==> config.mk <==
export PLATFORM = sky130hd
export DESIGN_NAME = mult_booth_n
export DESIGN_NICKNAME = d
export VERILOG_FILES = /design/src/rtl/mult_booth_n.sv
export SDC_FILE = /design/constraint.sdc
export NUM_CORES = 1
export LEC_CHECK = 0
export BUFFER_PORTS_ARGS = -buffer_cell sky130_fd_sc_hd__buf_2
export CORE_MARGIN = 5
export CORE_UTILIZATION = 50
export CTS_CLUSTER_DIAMETER = 200
export CTS_CLUSTER_SIZE = 12
export DETAILED_ROUTE_END_ITERATION = 10
export PLACE_DENSITY_LB_ADDON = 0.3
export SLEW_MARGIN = 20
export SYNTH_ARGS = -nofsm -noshare
export SYNTH_HDL_FRONTEND = slang
export SYNTH_SLANG_ARGS = --single-unit
==> constraint.sdc <==
create_clock -name clk -period 10.05 [get_ports clk]
set_input_delay 0.5025 -clock clk [delete_from_list [all_inputs] [get_ports clk]]
set_output_delay 0.5025 -clock clk [all_outputs]
set_load 0.1 [all_outputs]
==> src/rtl/mult_booth_n.sv <==
// ---------------------------------------------------------------------------
// mult_booth_n
//
// Multicycle radix-2 Booth multiplier for the HI/LO unit. Handles both
// signed (MULT) and unsigned (MULTU) operands through a per-operation mode
// bit. One Booth step is retired per clock over WIDTH+1 bits of the
// extended multiplier. The block accepts back-to-back operations and can
// be aborted cleanly.
//
// Ports:
//   clk        : clock, rising edge
//   rst        : asynchronous reset, active low
//   mult_start : request a multiply (sampled on a rising edge)
//   is_signed  : 1 = signed operands, 0 = unsigned (sampled with mult_start)
//   mult_abort : synchronous cancel of the operation in flight
//   A, B       : multiplicand / multiplier (sampled with mult_start)
//   hi, lo     : registered upper / lower halves of the product
//   mult_end   : one-cycle pulse; hi/lo are valid in the same cycle
//   busy       : high while iterating
// ---------------------------------------------------------------------------
module mult_booth_n #(
    parameter int WIDTH = 32
) (
    input  logic             clk,
    input  logic             rst,
    input  logic             mult_start,
    input  logic             is_signed,
    input  logic             mult_abort,
    input  logic [WIDTH-1:0] A,
    input  logic [WIDTH-1:0] B,
    output logic [WIDTH-1:0] hi,
    output logic [WIDTH-1:0] lo,
    output logic             mult_end,
    output logic             busy
);

    localparam int EXT_W = WIDTH + 1;
    localparam int ACC_W = 2 * WIDTH + 2;
    localparam int CNT_W = $clog2(WIDTH + 1);

    typedef enum logic [1:0] {
        S_IDLE = 2'd0,
        S_RUN  = 2'd1,
        S_DONE = 2'd2
    } state_t;

    // One radix-2 Booth recoding step: the bit pair {b[i], b[i-1]} selects
    // subtract, add or hold of the already-shifted multiplicand.
    function automatic logic signed [ACC_W-1:0] f_booth_step(
        input logic signed [ACC_W-1:0] acc,
        input logic signed [ACC_W-1:0] madd,
        input logic [1:0]              pair
    );
        logic signed [ACC_W-1:0] res;
        case (pair)
            2'b10:   res = acc - madd;
            2'b01:   res = acc + madd;
            default: res = acc;
        endcase
        return res;
    endfunction

    state_t                  r_state;
    logic signed [ACC_W-1:0] r_acc;
    // Multiplicand, sign-extended to the accumulator width and shifted left
    // one place per step, so step i always sees ext_A << i.
    logic signed [ACC_W-1:0] r_ma;
    // Multiplier, shifted right one place per step; bit 0 is b[i].
    logic [EXT_W-1:0]        r_mb;
    // b[i-1]; starts as the implicit bit -1 = 0.
    logic                    r_prev;
    logic [CNT_W-1:0]        r_cnt;
    logic [WIDTH-1:0]        r_hi;
    logic [WIDTH-1:0]        r_lo;
    logic                    r_end;
    logic                    r_busy;

    logic [EXT_W-1:0]        w_ext_a;
    logic [EXT_W-1:0]        w_ext_b;
    logic signed [ACC_W-1:0] w_acc_next;
    logic                    w_last;
    logic                    w_accept;

    // Extension to WIDTH+1 bits makes both modes a plain signed multiply:
    // unsigned operands gain a zero sign bit.
    assign w_ext_a    = {is_signed & A[WIDTH-1], A};
    assign w_ext_b    = {is_signed & B[WIDTH-1], B};
    assign w_acc_next = f_booth_step(r_acc, r_ma, {r_mb[0], r_prev});
    assign w_last     = (r_cnt == CNT_W'(WIDTH));
    // Abort beats start when both are present outside RUN.
    assign w_accept   = mult_start & ~mult_abort;

    always_ff @(posedge clk or negedge rst) begin
        if (!rst) begin
            r_state <= S_IDLE;
            r_acc   <= '0;
            r_ma    <= '0;
            r_mb    <= '0;
            r_prev  <= 1'b0;
            r_cnt   <= '0;
            r_hi    <= '0;
            r_lo    <= '0;
            r_end   <= 1'b0;
            r_busy  <= 1'b0;
        end else begin
            r_end <= 1'b0;
            case (r_state)
                S_IDLE, S_DONE: begin
                    if (w_accept) begin
                        r_state <= S_RUN;
                        r_busy  <= 1'b1;
                        r_cnt   <= '0;
                        r_acc   <= '0;
                        r_ma    <= {{(WIDTH + 1){w_ext_a[WIDTH]}}, w_ext_a};
                        r_mb    <= w_ext_b;
                        r_prev  <= 1'b0;
                    end else begin
                        r_state <= S_IDLE;
                    end
                end
                S_RUN: begin
                    if (mult_abort) begin
                        // Abort outranks the final step: hi/lo stay put.
                        r_state <= S_IDLE;
                        r_busy  <= 1'b0;
                    end else begin
                        r_acc  <= w_acc_next;
                        r_ma   <= r_ma << 1;
                        r_mb   <= r_mb >> 1;
                        r_prev <= r_mb[0];
                        if (w_last) begin
                            // Product of the extended operands, low 2*WIDTH bits.
                            r_hi    <= w_acc_next[2*WIDTH-1:WIDTH];
                            r_lo    <= w_acc_next[WIDTH-1:0];
                            r_end   <= 1'b1;
                            r_busy  <= 1'b0;
                            r_state <= S_DONE;
                        end else begin
                            r_cnt <= r_cnt + CNT_W'(1);
                        end
                    end
                end
                default: begin
                    r_state <= S_IDLE;
                    r_busy  <= 1'b0;
                end
            endcase
        end
    end

    assign hi       = r_hi;
    assign lo       = r_lo;
    assign mult_end = r_end;
    assign busy     = r_busy;

endmodule
# Word level (Yosys, flattened, before mapping)
# Index checks and enable logic that the tools add are counted.
totals:
  output_inout_bits: 66
  inputBits: 69
  ff_bits: 240
classes:
  n_eq_ne: 10
  n_addsub: 3
  bitwise_logic: 4
  muxes: 28
  n_reduce_logical: 8
op_table:
  columns: ["operator", "n"]
  rows:
  - ["one-hot mux 66 bit (2 select lines)", 3]
  - ["two-way mux 66 bit", 4]
  - ["adder 66 bit", 1]
  - ["two-way mux 33 bit", 2]
  - ["one-hot mux 33 bit (2 select lines)", 1]
  - ["subtractor 66 bit", 1]
  - ["two-way mux 6 bit", 3]
  - ["one-hot mux 6 bit (2 select lines)", 1]
  - ["two-way mux 1 bit", 9]
  - ["AND reduction 4 bit", 2]
  - ["adder 6 x 1 -> 6 bit, second input constant", 1]
  - ["equality test 6 bit, second input constant", 1]
  - ["!= test 2 bit, second input constant", 3]
  - ["AND reduction 3 bit", 2]
  - ["equality test 2 x 1 -> 1 bit, second input constant", 2]
  - ["equality test 2 bit, second input constant", 2]
  - ["two-way mux 2 bit", 2]
  - ["one-hot mux 1 bit (2 select lines)", 2]
  - ["one-hot mux 2 bit (2 select lines)", 1]
  - ["bitwise AND 1 bit", 3]
  - ["!= test 3 x 1 -> 1 bit, second input constant", 1]
  - ["!= test 3 bit, second input constant", 1]
  - ["logical NOT 2 bit", 1]
  - ["AND reduction 2 bit", 1]
  - ["3 further kinds", 3]

# Longest topological paths before layout
# Gate-level depths: netlist of run 1.
depth:
  ltp_word: 4
  ltp_mapped: 21
  mapped_depth_nobuf: 20

# Worst setup path before layout of run 1
# Ideal clock, no wire load.
synth_timing:
  kind: "flip-flop to flip-flop"
  start: "register r_ma[3]"
  end: "register r_hi[25] (netlist: hi[25])"
  synth_period_minus_slack_ns: 4.591
  t_arrival_ns: 4.471
  path_buffers: 1
  setup_time_ns: 0.120
  stages_incl_launch_ff: 21
  path_slack_ns: 5.459
  required_ns: 9.930
  path_cell_list: "dfrtp_1 or4_4 nor3_2 and3_2 and3_1 clkbuf_1 nor2b_1 a21oi_1 xor2_1 ha_1 nand4_1 nor4_1 nand4_1 a211oi_1 nor4_1 o31ai_1 and3_1 a31oi_1 xnor2_1 o21ai_0 o21a_1"
synth_between:
  elab_chain_len: 2
synth_rtl:
  columns: ["element", "line", "rtl"]
  rows:
  - ["start: declaration", "67", "logic signed [ACC_W-1:0] r_ma;"]
  - ["start signal: assignment", "114", "r_ma <= {{(WIDTH + 1){w_ext_a[WIDTH]}}, w_ext_a};"]
  - ["start signal: assignment", "128", "r_ma <= r_ma << 1;"]
  - ["adder 66 bit / subtractor 66 bit (equally long branches)", "57, 56", null]
  - ["one-hot mux 66 bit (2 select lines) *", "55", "case (pair)"]
  - ["end signal: assignment", "133", "r_hi <= w_acc_next[2*WIDTH-1:WIDTH];"]
  - ["end: declaration", "73", "logic [WIDTH-1:0] r_hi;"]
# Mark *: on every way between the ends. The rest lies on a longest branch, timed or not.
# A chain may end at the register's enable or synchronous reset.

# Worst setup path after layout of run 1
layout_timing:
  start: "register r_ma[3]"
  end: "register r_hi[29] (netlist: hi[29])"
# Same word-level chain as after synthesis.

==> impl_summary.md, run 1 <==
Die
The initial core utilization is 0.509. The die is 184 um tall. The die is 184 um wide. The row count is 63. The placeable core area is 29700 sq um. The number of top-level pins is 135. The floorplan step defined a die boundary enclosing 33800 sq um.

GRT
The first global-routing pass estimated 66.7 mm of wire. In the global route stage, met3 resource usage came out at 0.0433. The initial antenna violation count is 4. The global-route track usage on met2 is 0.341.

For this run, the total global-route usage over all layers was measured as 0.239. After global routing, the most crowded layer is met1. The total grt overflow is 0. The via count of the first global-routing pass came to 12.5k.

The largest net degree at the start of global routing is 102. For met1 alone, demand over resource in global routing was 0.375.

Yosys
Of the total synthesized cell area, the portion taken by XOR and XNOR cells is 0.0741. The basic-gate share of the synthesized area counting and, or, nand and nor cells is 0.205. The dominant combinational cell family by area after synthesis is compound AO/OA/AOI/OAI gates. The number of warnings printed during yosys synthesis is 0. In the post-synthesis netlist, the biggest area contributors are sky130_fd_sc_hd__dfrtp_1 39%, sky130_fd_sc_hd__nand2_1 7.5%, sky130_fd_sc_hd__ha_1 6.7%. Of the total synthesized cell area, the portion taken by full adders, half adders and majority gates is 0.0684. In the synthesized netlist, the number of instances is 1864. For this run, the leading register cell type out of synthesis is sky130_fd_sc_hd__dfrtp_1. After synthesis the cells add up to 15100 sq um. The average cell area after synthesis is 8.11 sq um.

In this run, synthesis inferred 0 flip-flops with an integrated enable. The post-synthesis compound-gate area fraction is 0.215. Synthesis instantiated 69 different standard cells from the library. The post-synth net total is 2015. In the synthesized netlist the async set-or-reset flop fraction comes to 1.00.

The share of the synthesized area in the top cell type is 0.391. After synthesis the netlist holds a flip-flop and latch count of 236. The part of the Yosys area used for sequential elements is 0.391. The portion of synthesized area spent on multiplexers is 0.00952.

The cell accounting for the most synthesized area is sky130_fd_sc_hd__dfrtp_1.

Clocking
The later-pin clock latency in the skew report is 0.53 ns. In this run, post-CTS hold repair placed 0 buffers. The total of cells resized after clock tree synthesis is 0. The number of setup buffers added after CTS is 0. The clock input transition at the sequential cells of the worst setup and hold paths is 0.06 ns. CTS built an H-tree with a depth of 1. The clock net sink count is 236. The clock tree root buffer cell is sky130_fd_sc_hd__clkbuf_16. The clock tree buffer depth is 3. The TritonCTS clock tree is built. Counting the buffers created by CTS gives 23.

Cells and area
The count of fill cells added during filler insertion is 2766. In the layout the commonest cells are 300 x sky130_fd_sc_hd__nand2_1, 236 x sky130_fd_sc_hd__dfrtp_1, 215 x sky130_fd_sc_hd__nor2_1. The end-of-flow core utilization is 0.560.

The sequential cells in the finished layout cover a total of 5910 sq um. In the final layout, the share of cells above drive strength 1 is 0.107. The synthesis-to-layout area growth is 10.2%.

Once layout is done, the placed cells without fillers occupy 16700 sq um. At the end of the flow, the number of nets in the layout was 2079. The most common cell after layout, fill and taps aside is sky130_fd_sc_hd__nand2_1. The multi-input combinational cells in the finished layout cover a total of 8690 sq um.

Hold path
In this run the worst hold path is classified as input pin to asynchronous set/reset pin.

Place
The placed standard-cell area is 16000 sq um. Input and output buffers added on the ports amount to 134. Prior to clock tree synthesis, the placed netlist has a worst setup slack of 4.57 ns.

The congestion estimate from routability-driven global placement came to 0.941. The placed wire-length estimate is 29.8 mm.

STA
The hold violation count in the final report is 0. The max-slew violation count came to 0. The final worst slack is 4.58 ns. Setup repair after global routing left no endpoint under its margin. Clock skew on the completed layout was measured at 0.0116 ns. The final-layout setup total negative slack is 0 ns. Of the available clock period, the critical path in the final layout requires 0.545. At the pin with the least slew margin, the transition time is 1.04 ns. Headroom to the max-slew limit came out at 0.303. The final hold slack is 0.00245 ns. The total setup violations reported at the end of the flow is 0. The maximum frequency from static timing analysis is 0.183 GHz.

The smallest clock period supported by the final layout is computed as 5.47 ns.

Routing
For this block, the via count after detailed routing is 13.4k. The final routed wire length divided by cell count is 17.6 um. The via-per-instance ratio is 5.80. The residual antenna-violating net count after detailed routing is 0. The number of remaining DRC errors is 0. The routed wire length is 40.8 mm.

The number of design-rule violations left by the first detailed-router iteration is 1049. The first detailed-routing pass took 6 iterations.

Critical path
The largest fanout of any net on the critical path is 7. Counting cells, the worst reg-to-reg path comes to 19. STA classifies the critical path startpoint as a flop. The register-to-register setup slack is 4.58 ns. The sort of element at the end of the critical path is a flop.

The worst register-to-register path ends at hi[29]. STA puts the critical path data required time at 10.47 ns. In this run the critical register-to-register path is launched from r_ma[3].

Data arrives at the worst endpoint at 5.89 ns. The category of the critical setup timing path is flop to flop.

Pwr
For this design the ratio of total power to cell area is 232 nW/um^2. The peak supply drop is 0.140 mV. For this design the static power due to leakage is 7.77 nW.

Flow run
The reported max-cap violation count is 0.

Run status
The run finished with clean final reports.
[power breakdown]
part           total (mW)  internal (mW)  switching, mW
logic                1.78          0.661           1.12
clock network       0.785          0.429          0.355
registers            1.31           1.11          0.194
total                3.87           2.20           1.67
[stage by stage]
| stage | cells | total power [mW] |
|---|---|---|
| final | 2319 | 3.87 |
| after floorplan | 1864 | 2.58 |
| after CTS | 2318 | 3.86 |
| after detailed placement | 2293 | 3.06 |
| after global routing | 2318 | 4.15 |
| after global placement | 2293 | 3.03 |
[synthesized netlist by cell type, types with 3 or more instances]
library cell / instances
sky130_fd_sc_hd__nand3_1: 58
sky130_fd_sc_hd__a21oi_1: 191
sky130_fd_sc_hd__nor3_1: 25
sky130_fd_sc_hd__a41oi_1: 3
sky130_fd_sc_hd__o31ai_1: 3
sky130_fd_sc_hd__a22oi_1: 5
sky130_fd_sc_hd__nand4_1: 23
sky130_fd_sc_hd__a211oi_1: 8
sky130_fd_sc_hd__xnor2_1: 41
sky130_fd_sc_hd__ha_1: 81
sky130_fd_sc_hd__o211ai_1: 9
sky130_fd_sc_hd__xor2_1: 85
sky130_fd_sc_hd__nor2b_1: 9
sky130_fd_sc_hd__o21a_1: 18
sky130_fd_sc_hd__a21o_1: 40
sky130_fd_sc_hd__clkbuf_1: 99
sky130_fd_sc_hd__nor2_1: 215
sky130_fd_sc_hd__a22o_1: 10
sky130_fd_sc_hd__mux2i_1: 11
sky130_fd_sc_hd__nor4_1: 8
sky130_fd_sc_hd__and2_1: 4
sky130_fd_sc_hd__inv_1: 36
sky130_fd_sc_hd__a31oi_1: 81
sky130_fd_sc_hd__o21ai_1: 3
sky130_fd_sc_hd__dfrtp_1: 236
sky130_fd_sc_hd__nand2b_1: 8
sky130_fd_sc_hd__buf_1: 14
sky130_fd_sc_hd__o21bai_1: 10
sky130_fd_sc_hd__nor3b_1: 5
sky130_fd_sc_hd__and3_1: 11
sky130_fd_sc_hd__nand2_1: 303
sky130_fd_sc_hd__mux2_2: 3
sky130_fd_sc_hd__or3_1: 9
sky130_fd_sc_hd__o21ai_0: 148
sky130_fd_sc_hd__a21boi_0: 5
[worst max-delay path by stage]
stage,start,to,slack [ns],cells after the start
finish,r_ma[3],hi[29],4.58,19
global route,r_ma[3],hi[25],3.96,19
CTS,r_ma[3],hi[29],4.57,19
detailed placement,r_ma[3],hi[29],4.57,19
global placement,r_ma[3],hi[29],4.73,19
floorplan,r_ma[3],hi[25],5.46,20
[flip-flops by register name, indices dropped and copies added (netlist names)]
name,flops
busy,1
hi,32
lo,32
mult_end,1
r_acc,64
r_cnt,6
r_ma,64
r_mb,33
r_prev,1
r_state,2
[routing by layer]
layer  vias to the layer above  part of all wire
li1                       6626                 -
met1                      6349              0.49
met4                         6             0.025
met3                        63             0.077
met5                         -           0.00081
met2                       399              0.41
[area by class of cell]
type,count,share of cell area
Multi-Input combinational cell,1479,0.522
Sequential cell,236,0.355
Timing Repair Buffer,152,0.0490
Clock buffer,23,0.0346
Tap cell,390,0.0293
Inverter,36,0.00811
Clock inverter,2,0.00233
Antenna cell,1,0.000150
[critical path, cell delays in order, from the launching register on]
cell,delay [ns]
sky130_fd_sc_hd__dfrtp_1,0.43
sky130_fd_sc_hd__or4_4,0.54
sky130_fd_sc_hd__nor3_2,0.21
sky130_fd_sc_hd__and3_2,0.28
sky130_fd_sc_hd__and3_1,0.32
sky130_fd_sc_hd__nor2b_1,0.34
sky130_fd_sc_hd__a21oi_1,0.13
sky130_fd_sc_hd__xor2_1,0.24
sky130_fd_sc_hd__ha_1,0.30
sky130_fd_sc_hd__a21o_1,0.17
sky130_fd_sc_hd__a21o_1,0.17
sky130_fd_sc_hd__a21oi_1,0.21
sky130_fd_sc_hd__nand3_1,0.13
sky130_fd_sc_hd__nor4_1,0.70
sky130_fd_sc_hd__o31ai_1,0.23
sky130_fd_sc_hd__and3_1,0.26
sky130_fd_sc_hd__a211oi_1,0.29
sky130_fd_sc_hd__xor2_1,0.22
sky130_fd_sc_hd__o21ai_1,0.08
sky130_fd_sc_hd__o21a_1,0.12
[logic make-up (layout without fill, tap and decap cells)]
logic type,count (synthesis),after routing
other cells,0,1
xor+xnor,127,127
fa+ha+maj,82,82
mux,14,14
compound gates,554,554
flops,236,236
simple gates,702,702
buf+inv,149,213
No activity file was read; power rests on OpenSTA's default activity.
==> run 2: changes to the inputs <==
clock period = 5.35 ns   (was 10.05 ns; I/O delays follow)
==> run 2 against run 1 <==
- sequential share of layout area shrank 0.79 points
- maximum frequency grew 8.8%
- via count is 2.0% higher
- total power rose by 89%
- cell count rose by 1.4%
- design area increased by 2.3%
==> impl_summary.md, run 2 (synthesized netlist as in run 1, its figures left out) <==
GRT
The largest net degree at the start of global routing came to 125 (was 102). The via count of the first global-routing pass is 12.8k (was 12.5k). The combined global-route utilization of all metal layers was 0.243 (was 0.239).

The total grt overflow is 0 (unchanged). The wire length of the first global-routing pass came to 67.8 mm (was 66.7 mm). The initial antenna violation count is 2 (was 4).

Clocking
The clock tree root buffer cell is sky130_fd_sc_hd__clkbuf_16 (unchanged). The TritonCTS clock tree was built (unchanged). The later-pin clock latency in the skew report is 0.52 ns (was 0.53 ns). The TritonCTS buffer count is 23 (unchanged).

The level count of the clock H-tree came to 1 (unchanged). The count of buffers added by post-CTS timing repair for setup came to 0 (unchanged). The clock net sink count is 236 (unchanged).

The clock input transition at the sequential cells of the worst setup and hold paths was 0.07 ns (was 0.06 ns). The clock tree buffer depth is 3 (unchanged).

Critical path
The endpoint of the worst register-to-register path is r_acc[62] (was hi[29]). The cell with the largest stage delay on the worst path was sky130_fd_sc_hd__or4_4 (was sky130_fd_sc_hd__nor4_1). The critical path startpoint is r_ma[5] (was r_ma[3]). The critical path data required time is 5.71 ns (was 10.47 ns). The endpoint arrival time on the critical path was 5.39 ns (was 5.89 ns). The delay of the slowest cell on the worst path is 0.57 ns (was 0.70 ns). The instance count on the critical path was 19 (unchanged). The number of cells on the worst reg-to-reg path was 19 (unchanged). The buffers plus inverters on the worst setup path is 0 (unchanged). The gate family responsible for the most delay along the worst path is compound AO/OA/AOI/OAI gates (was simple AND/OR/NAND/NOR gates). The sort of element at the end of the critical path is a flop (unchanged). Cell-by-cell listing of the critical path: or4_4 > nor3_4 > and2_4 > nand4_4 > nor4_4 > nor2_1 > xnor2_1 > ha_1 > a21o_1 > a21o_1 > a21oi_1 > o21ai_0 > a31o_2 > a221o_1 > a21oi_1 > o21ai_0 > a21oi_1 > xor2_1 > o21ai_0 (was or4_4 > nor3_2 > and3_2 > and3_1 > nor2b_1 > a21oi_1 > xor2_1 > ha_1 > a21o_1 > a21o_1 > a21oi_1 > nand3_1 > nor4_1 > o31ai_1 > and3_1 > a211oi_1 > xor2_1 > o21ai_1 > o21a_1). The register-to-register setup slack came to 0.32 ns (was 4.58 ns). The startpoint of the most critical register-to-register path is r_ma[5] (was r_ma[3]). The largest fanout of any net on the critical path is 6 (was 7). The kind of start point of the critical path is a flop (unchanged). The category of the critical setup timing path is flop to flop (unchanged).

Cells and area
The final instance area was 17000 sq um (was 16700 sq um). The most common cell after layout, fill and taps aside is sky130_fd_sc_hd__nand2_1 (unchanged). Largest registers in the final layout: r_acc (64), r_ma (64), r_mb (33) (unchanged). Most frequent cells in the layout: 300 x sky130_fd_sc_hd__nand2_1, 236 x sky130_fd_sc_hd__dfrtp_1, 213 x sky130_fd_sc_hd__nor2_1 (was 300 x sky130_fd_sc_hd__nand2_1, 236 x sky130_fd_sc_hd__dfrtp_1, 215 x sky130_fd_sc_hd__nor2_1). The layout cell share with drive strength beyond 1 was 0.114 (was 0.107).

The end-of-flow core utilization is 0.573 (was 0.560). The synthesis-to-layout area growth came to 12.7% (was 10.2%). The number of nets in the final layout came to 2113 (was 2079).

The number of cells in the finished layout apart from fillers came to 2352 (was 2319).

STA
The hold violation count in the final report is 0 (unchanged). The max-slew violation count was 0 (unchanged). Setup repair after global routing missed its margin: no (unchanged). The worst clock skew is 0.0114 ns (was 0.0116 ns).

The shortest clock period the worst path allows after layout is 5.03 ns (was 5.47 ns). The transition at the pin with the smallest max-transition slack is 0.959 ns (was 1.04 ns). The final worst slack is 0.321 ns (was 4.58 ns). The final-layout setup total negative slack is 0 ns (unchanged). The worst slew slack as a fraction of its limit is 0.360 (was 0.303). The total setup violations reported at the end of the flow is 0 (unchanged). The maximum frequency from static timing analysis is 0.199 GHz (was 0.183 GHz).

The post-route clock period utilization was 0.940 (was 0.545). The final hold slack is 0.0148 ns (was 0.00245 ns).

Place
The number of cells after detailed placement is 2302 (was 2293). The placed wire-length estimate is 30.3 mm (was 29.8 mm). The number of input and output port buffers inserted is 134 (unchanged). The placed standard-cell area is 16100 sq um (was 16000 sq um). The setup slack at placement is 0.0304 ns (was 4.57 ns). The placer congestion estimate was 0.957 (was 0.941).

Die
The placeable core area is 29700 sq um (unchanged). The area enclosed by the die boundary is 33800 sq um (unchanged). The number of top-level pins is 135 (unchanged).

The die boundary height is 184 um (unchanged). The initial core utilization is 0.509 (unchanged). The row count is 63 (unchanged). The chip width is 184 um (unchanged).

Pwr
The peak supply drop was 0.210 mV (was 0.140 mV). The switching fraction of total power came to 0.429 (was 0.431). The total leakage power is 7.93 nW (was 7.77 nW). The power share of the combinational group is 0.464 (was 0.460). The overall power consumption is 7.30 mW (was 3.87 mW). The power density over cell area came to 429 nW/um^2 (was 232 nW/um^2). The internal power component is 4.17 mW (was 2.20 mW). The power dissipated by switching net loads is 3.13 mW (was 1.67 mW). The share of power burned in the clock network came to 0.199 (was 0.203). The sequential share of power came to 0.336 (was 0.338).

Routing
The number of remaining DRC errors was 0 (unchanged). The number of design-rule violations left by the first detailed-router iteration is 1158 (was 1049). The total via count in the routed design came to 13.7k (was 13.4k). The detailed-router iteration count before antenna repair is 5 (was 6). The final routed wire length divided by cell count is 17.8 um (was 17.6 um). The residual antenna-violating net count after detailed routing is 0 (unchanged). The via-per-instance ratio is 5.83 (was 5.80). The routed wire length came to 41.8 mm (was 40.8 mm).

Hold path
Along the worst hold path, the cell count comes to 3. The worst hold path class is input pin to flop (was input pin to asynchronous set/reset pin). The end point of the worst hold path is r_ma[27]. The worst hold path begins at A[27].

Flow run
The reported max-cap violation count is 0 (unchanged).

Run status
Outcome: completed (unchanged).
==> run 2: changes by cell type in the layout (fill, tap and decap cells not counted), moves of 2 or more <==
cell / before / now
sky130_fd_sc_hd__nor2_2: 0 / 2
sky130_fd_sc_hd__dlygate4sd3_1: 0 / 25
sky130_fd_sc_hd__nor2_1: 215 / 213
sky130_fd_sc_hd__buf_4: 18 / 26
==> run 2: layout make-up <==
type,instances,area [sq um]
inverter,36,135
tap,390,488
multi-input combinational,1479,8750
clock buffer,23,576
antenna,1,2.50
clock inverter,1,30.0
timing repair buffer,186,1150
sequential,236,5910
fill,2713,12700
==> run 2: worst register-to-register path: cells and delay by family, from the launching register on <==
kind / cells / cell delay, ns
xor gates and xnor gates: 2 / 0.57
adders and majority gates: 1 / 0.38
AOI/OAI and AO/OA: 10 / 1.87
DFF: 1 / 0.41
and+or+nand+nor: 6 / 1.65
==> run 2: how the worst max path moves through the flow <==
stage | endpoint | slack (ns)
after floorplan | hi[25] | 0.76
after global placement | hi[25] | 0.19
after detailed placement | hi[25] | 0.03
after CTS | hi[25] | 0.05
after global routing | hi[25] | 0.02
final | r_acc[62] | 0.32
==> run 2: per-layer routing <==
metal,vias to the layer above,GRT usage,part of all wire
met2,418,0.360,0.42
li1,6714,-,-
met3,48,0.0394,0.074
met4,2,0.0506,0.020
met5,-,0,0.00031
met1,6527,0.378,0.49
==> run 2: what timing repair did <==
action	CTS	global route
gates resized for setup	1	9
hold buffers	25	0
hold endpoints to repair	136	0
endpoints found under the setup margin	1	7
==> run 2: power by group through the flow <==
stage	registers (mW)	clock network [mW]	logic, mW
6_report	2.46	1.46	3.39
3_3_place_gp	2.45	0	3.27
2_1_floorplan	2.36	0	2.50
4_1_cts	2.44	1.49	3.34
3_5_place_dp	2.47	0	3.31
5_1_grt	2.50	1.56	3.76
==> run 3: changes to the inputs <==
SLEW_MARGIN = unset   (was 20)
clock period = 6.2 ns   (was 5.35 ns; I/O delays follow)
==> run 3 against run 2 <==
- design area down 2.1%
- non-clock buffer count shrank 35
- setup slack improved by 0.46 ns
- total power down 14%
- critical path type unchanged
==> impl_summary.md, run 3 (synthesized netlist as in run 1, its figures left out) <==
Cells and area
The number of nets in the final layout is 2078 (was 2113). The synthesis-to-layout area growth was 10.3% (was 12.7%). The number of inserted diodes is 0 (was 1).

Largest registers in the final layout: r_acc (64), r_ma (64), r_mb (33) (unchanged). The count of fill cells added during filler insertion is 2727 (was 2713). The most common cell after layout, fill and taps aside is sky130_fd_sc_hd__nand2_1 (unchanged). The number of cells in the finished layout apart from fillers is 2317 (was 2352). Most frequent cells in the layout: 300 x sky130_fd_sc_hd__nand2_1, 236 x sky130_fd_sc_hd__dfrtp_1, 214 x sky130_fd_sc_hd__nor2_1 (was 300 x sky130_fd_sc_hd__nand2_1, 236 x sky130_fd_sc_hd__dfrtp_1, 213 x sky130_fd_sc_hd__nor2_1).

The layout cell share with drive strength beyond 1 was 0.107 (was 0.114).

STA
Setup repair after global routing missed its margin: no (unchanged). The final worst slack is 0.782 ns (was 0.321 ns). The max-slew violation count is 0 (unchanged). The total setup violations reported at the end of the flow is 0 (unchanged). The worst slew slack as a fraction of its limit is 0.382 (was 0.360). The transition at the pin with the smallest max-transition slack is 0.926 ns (was 0.959 ns). The maximum frequency from static timing analysis was 0.185 GHz (was 0.199 GHz). The hold violation count in the final report is 0 (unchanged). The final-layout setup total negative slack is 0 ns (unchanged). The post-route clock period utilization came to 0.874 (was 0.940). The shortest clock period the worst path allows after layout is 5.42 ns (was 5.03 ns). The worst clock skew is 0.0118 ns (was 0.0114 ns). The final hold slack is 0.0111 ns (was 0.0148 ns).

Pwr
The power density over cell area is 377 nW/um^2 (was 429 nW/um^2). The overall power consumption was 6.28 mW (was 7.30 mW). The switching fraction of total power is 0.432 (was 0.429). The peak supply drop is 0.222 mV (was 0.210 mV). The share of power burned in the clock network came to 0.203 (was 0.199).

The total leakage power was 7.77 nW (was 7.93 nW). The sequential share of power is 0.337 (was 0.336). The power dissipated by switching net loads is 2.71 mW (was 3.13 mW). The internal power component is 3.57 mW (was 4.17 mW).

The power share of the combinational group is 0.460 (was 0.464).

Place
The placer congestion estimate is 0.933 (was 0.957). The number of input and output port buffers inserted was 134 (unchanged). The number of cells after detailed placement was 2291 (was 2302).

The placed wire-length estimate is 30.0 mm (was 30.3 mm). The setup slack at placement is 0.887 ns (was 0.0304 ns).

Clocking
The level count of the clock H-tree is 1 (unchanged). The TritonCTS buffer count is 23 (unchanged). The clock tree root buffer cell is sky130_fd_sc_hd__clkbuf_16 (unchanged). The clock net sink count is 236 (unchanged).

The later-pin clock latency in the skew report is 0.53 ns (was 0.52 ns). The clock tree buffer depth came to 3 (unchanged). The count of buffers added by post-CTS timing repair for setup is 0 (unchanged).

The TritonCTS clock tree is built (unchanged). The clock input transition at the sequential cells of the worst setup and hold paths came to 0.07 ns (about the same).

GRT
The combined global-route utilization of all metal layers is 0.242 (was 0.243). The wire length of the first global-routing pass came to 67.3 mm (was 67.8 mm). The total grt overflow is 0 (unchanged).

The initial antenna violation count was 3 (was 2). The via count of the first global-routing pass came to 12.9k (was 12.8k). The largest net degree at the start of global routing is 135 (was 125).

Hold path
The worst hold path class is input pin to flop (unchanged). The instance count along the most critical hold path is 3 (unchanged).

Critical path
The instance count on the critical path is 19 (unchanged). The gate family responsible for the most delay along the worst path is simple AND/OR/NAND/NOR gates (was compound AO/OA/AOI/OAI gates). The buffers plus inverters on the worst setup path came to 0 (unchanged). The kind of start point of the critical path is a flop (unchanged). The critical path data required time is 6.62 ns (was 5.71 ns). The number of cells on the worst reg-to-reg path was 19 (unchanged). The category of the critical setup timing path is flop to flop (unchanged). The endpoint arrival time on the critical path is 5.84 ns (was 5.39 ns). The largest fanout of any net on the critical path is 7 (was 6). Cell-by-cell listing of the critical path: or4_4 > nor3_2 > and3_2 > and3_1 > nor2b_1 > a21oi_1 > xor2_1 > ha_1 > nand4_1 > nor4_1 > nand4_1 > a211oi_1 > nor4_1 > o31ai_1 > and3_1 > a31oi_1 > xnor2_1 > o21ai_0 > o21a_1 (was or4_4 > nor3_4 > and2_4 > nand4_4 > nor4_4 > nor2_1 > xnor2_1 > ha_1 > a21o_1 > a21o_1 > a21oi_1 > o21ai_0 > a31o_2 > a221o_1 > a21oi_1 > o21ai_0 > a21oi_1 > xor2_1 > o21ai_0). The delay of the slowest cell on the worst path is 0.55 ns (was 0.57 ns). The cell with the largest stage delay on the worst path is sky130_fd_sc_hd__nor4_1 (was sky130_fd_sc_hd__or4_4). The sort of element at the end of the critical path is a flop (unchanged).

Die
The area enclosed by the die boundary is 33800 sq um (unchanged). The initial core utilization is 0.509 (unchanged). The row count is 63 (unchanged). The placeable core area is 29700 sq um (unchanged). The chip width is 184 um (unchanged). The die boundary height is 184 um (unchanged). The number of top-level pins is 135 (unchanged).

Routing
The via-per-instance ratio was 5.84 (was 5.83). The final routed wire length divided by cell count is 17.9 um (was 17.8 um). The detailed-router iteration count before antenna repair is 6 (was 5).

The total via count in the routed design was 13.5k (was 13.7k). The number of remaining DRC errors is 0 (unchanged). The number of design-rule violations left by the first detailed-router iteration came to 1172 (was 1158). The residual antenna-violating net count after detailed routing was 0 (unchanged). The routed wire length is 41.4 mm (was 41.8 mm).

Flow run
The reported max-cap violation count is 0 (unchanged).

Run status
Outcome: completed (unchanged).
run 3: changes by cell type in the layout (fill, tap and decap cells not counted), sizes merged:
cell | before | now
inv | 36 | 37
dlygate4sd3 | 25 | 1
buf | 161 | 150
diode | 1 | 0
run 3: layout make-up:
| type | count | area, sq um | area share |
|---|---|---|---|
| multi-input combinational | 1479 | 8710 | 0.522 |
| sequential | 236 | 5910 | 0.354 |
| timing repair buffer | 151 | 823 | 0.0494 |
| clock buffer | 23 | 576 | 0.0345 |
| tap | 390 | 488 | 0.0293 |
| inverter | 36 | 135 | 0.00811 |
| clock inverter | 2 | 38.8 | 0.00233 |
run 3: worst min-delay path, delay by kind of cell:
family	cells	cell delay [ns]
compound gates	1	0.06
buf+inv	1	0.09
simple gates	1	0.04
run 3: what timing repair did:
| item | 4_1_cts | 5_1_grt |
|---|---|---|
| endpoints found under the hold margin | 102 | 0 |
| gates resized for setup | 0 | 0 |
| hold buffers | 1 | 0 |
run 3: per-layer routing:
layer  wire length [um]  global-route usage
met5                 33                   0
met1              20000               0.370
met4                913              0.0526
met3               3160              0.0435
met2              17300               0.359
run 3: power by group through the flow:
stage	clock network, mW	registers (mW)	logic [mW]
2_1_floorplan	0	2.04	2.15
3_5_place_dp	0	2.13	2.83
5_1_grt	1.36	2.16	3.22
4_1_cts	1.31	2.11	2.85
3_3_place_gp	0	2.12	2.79
6_report	1.28	2.12	2.89
run 3: worst paths after layout:
path                          from   endpoint  slack [ns]
hold reg to reg             lo[23]     lo[23]        0.47
hold / removal                A[0]    r_ma[0]        0.01
min in group asynchronous      rst   r_ma[16]        0.40
setup / recovery           r_ma[3]     hi[25]        0.78
max in group asynchronous      rst  r_acc[49]        4.65
setup reg to reg           r_ma[3]     hi[25]        0.78
run 3: stage by stage:
step / utilization / area, sq um
6_report: 0.561 / 16700
4_1_cts: 0.561 / 16700
2_1_floorplan: - / 15100
5_1_grt: 0.561 / 16700
3_3_place_gp: 0.540 / 16000
3_5_place_dp: 0.540 / 16000
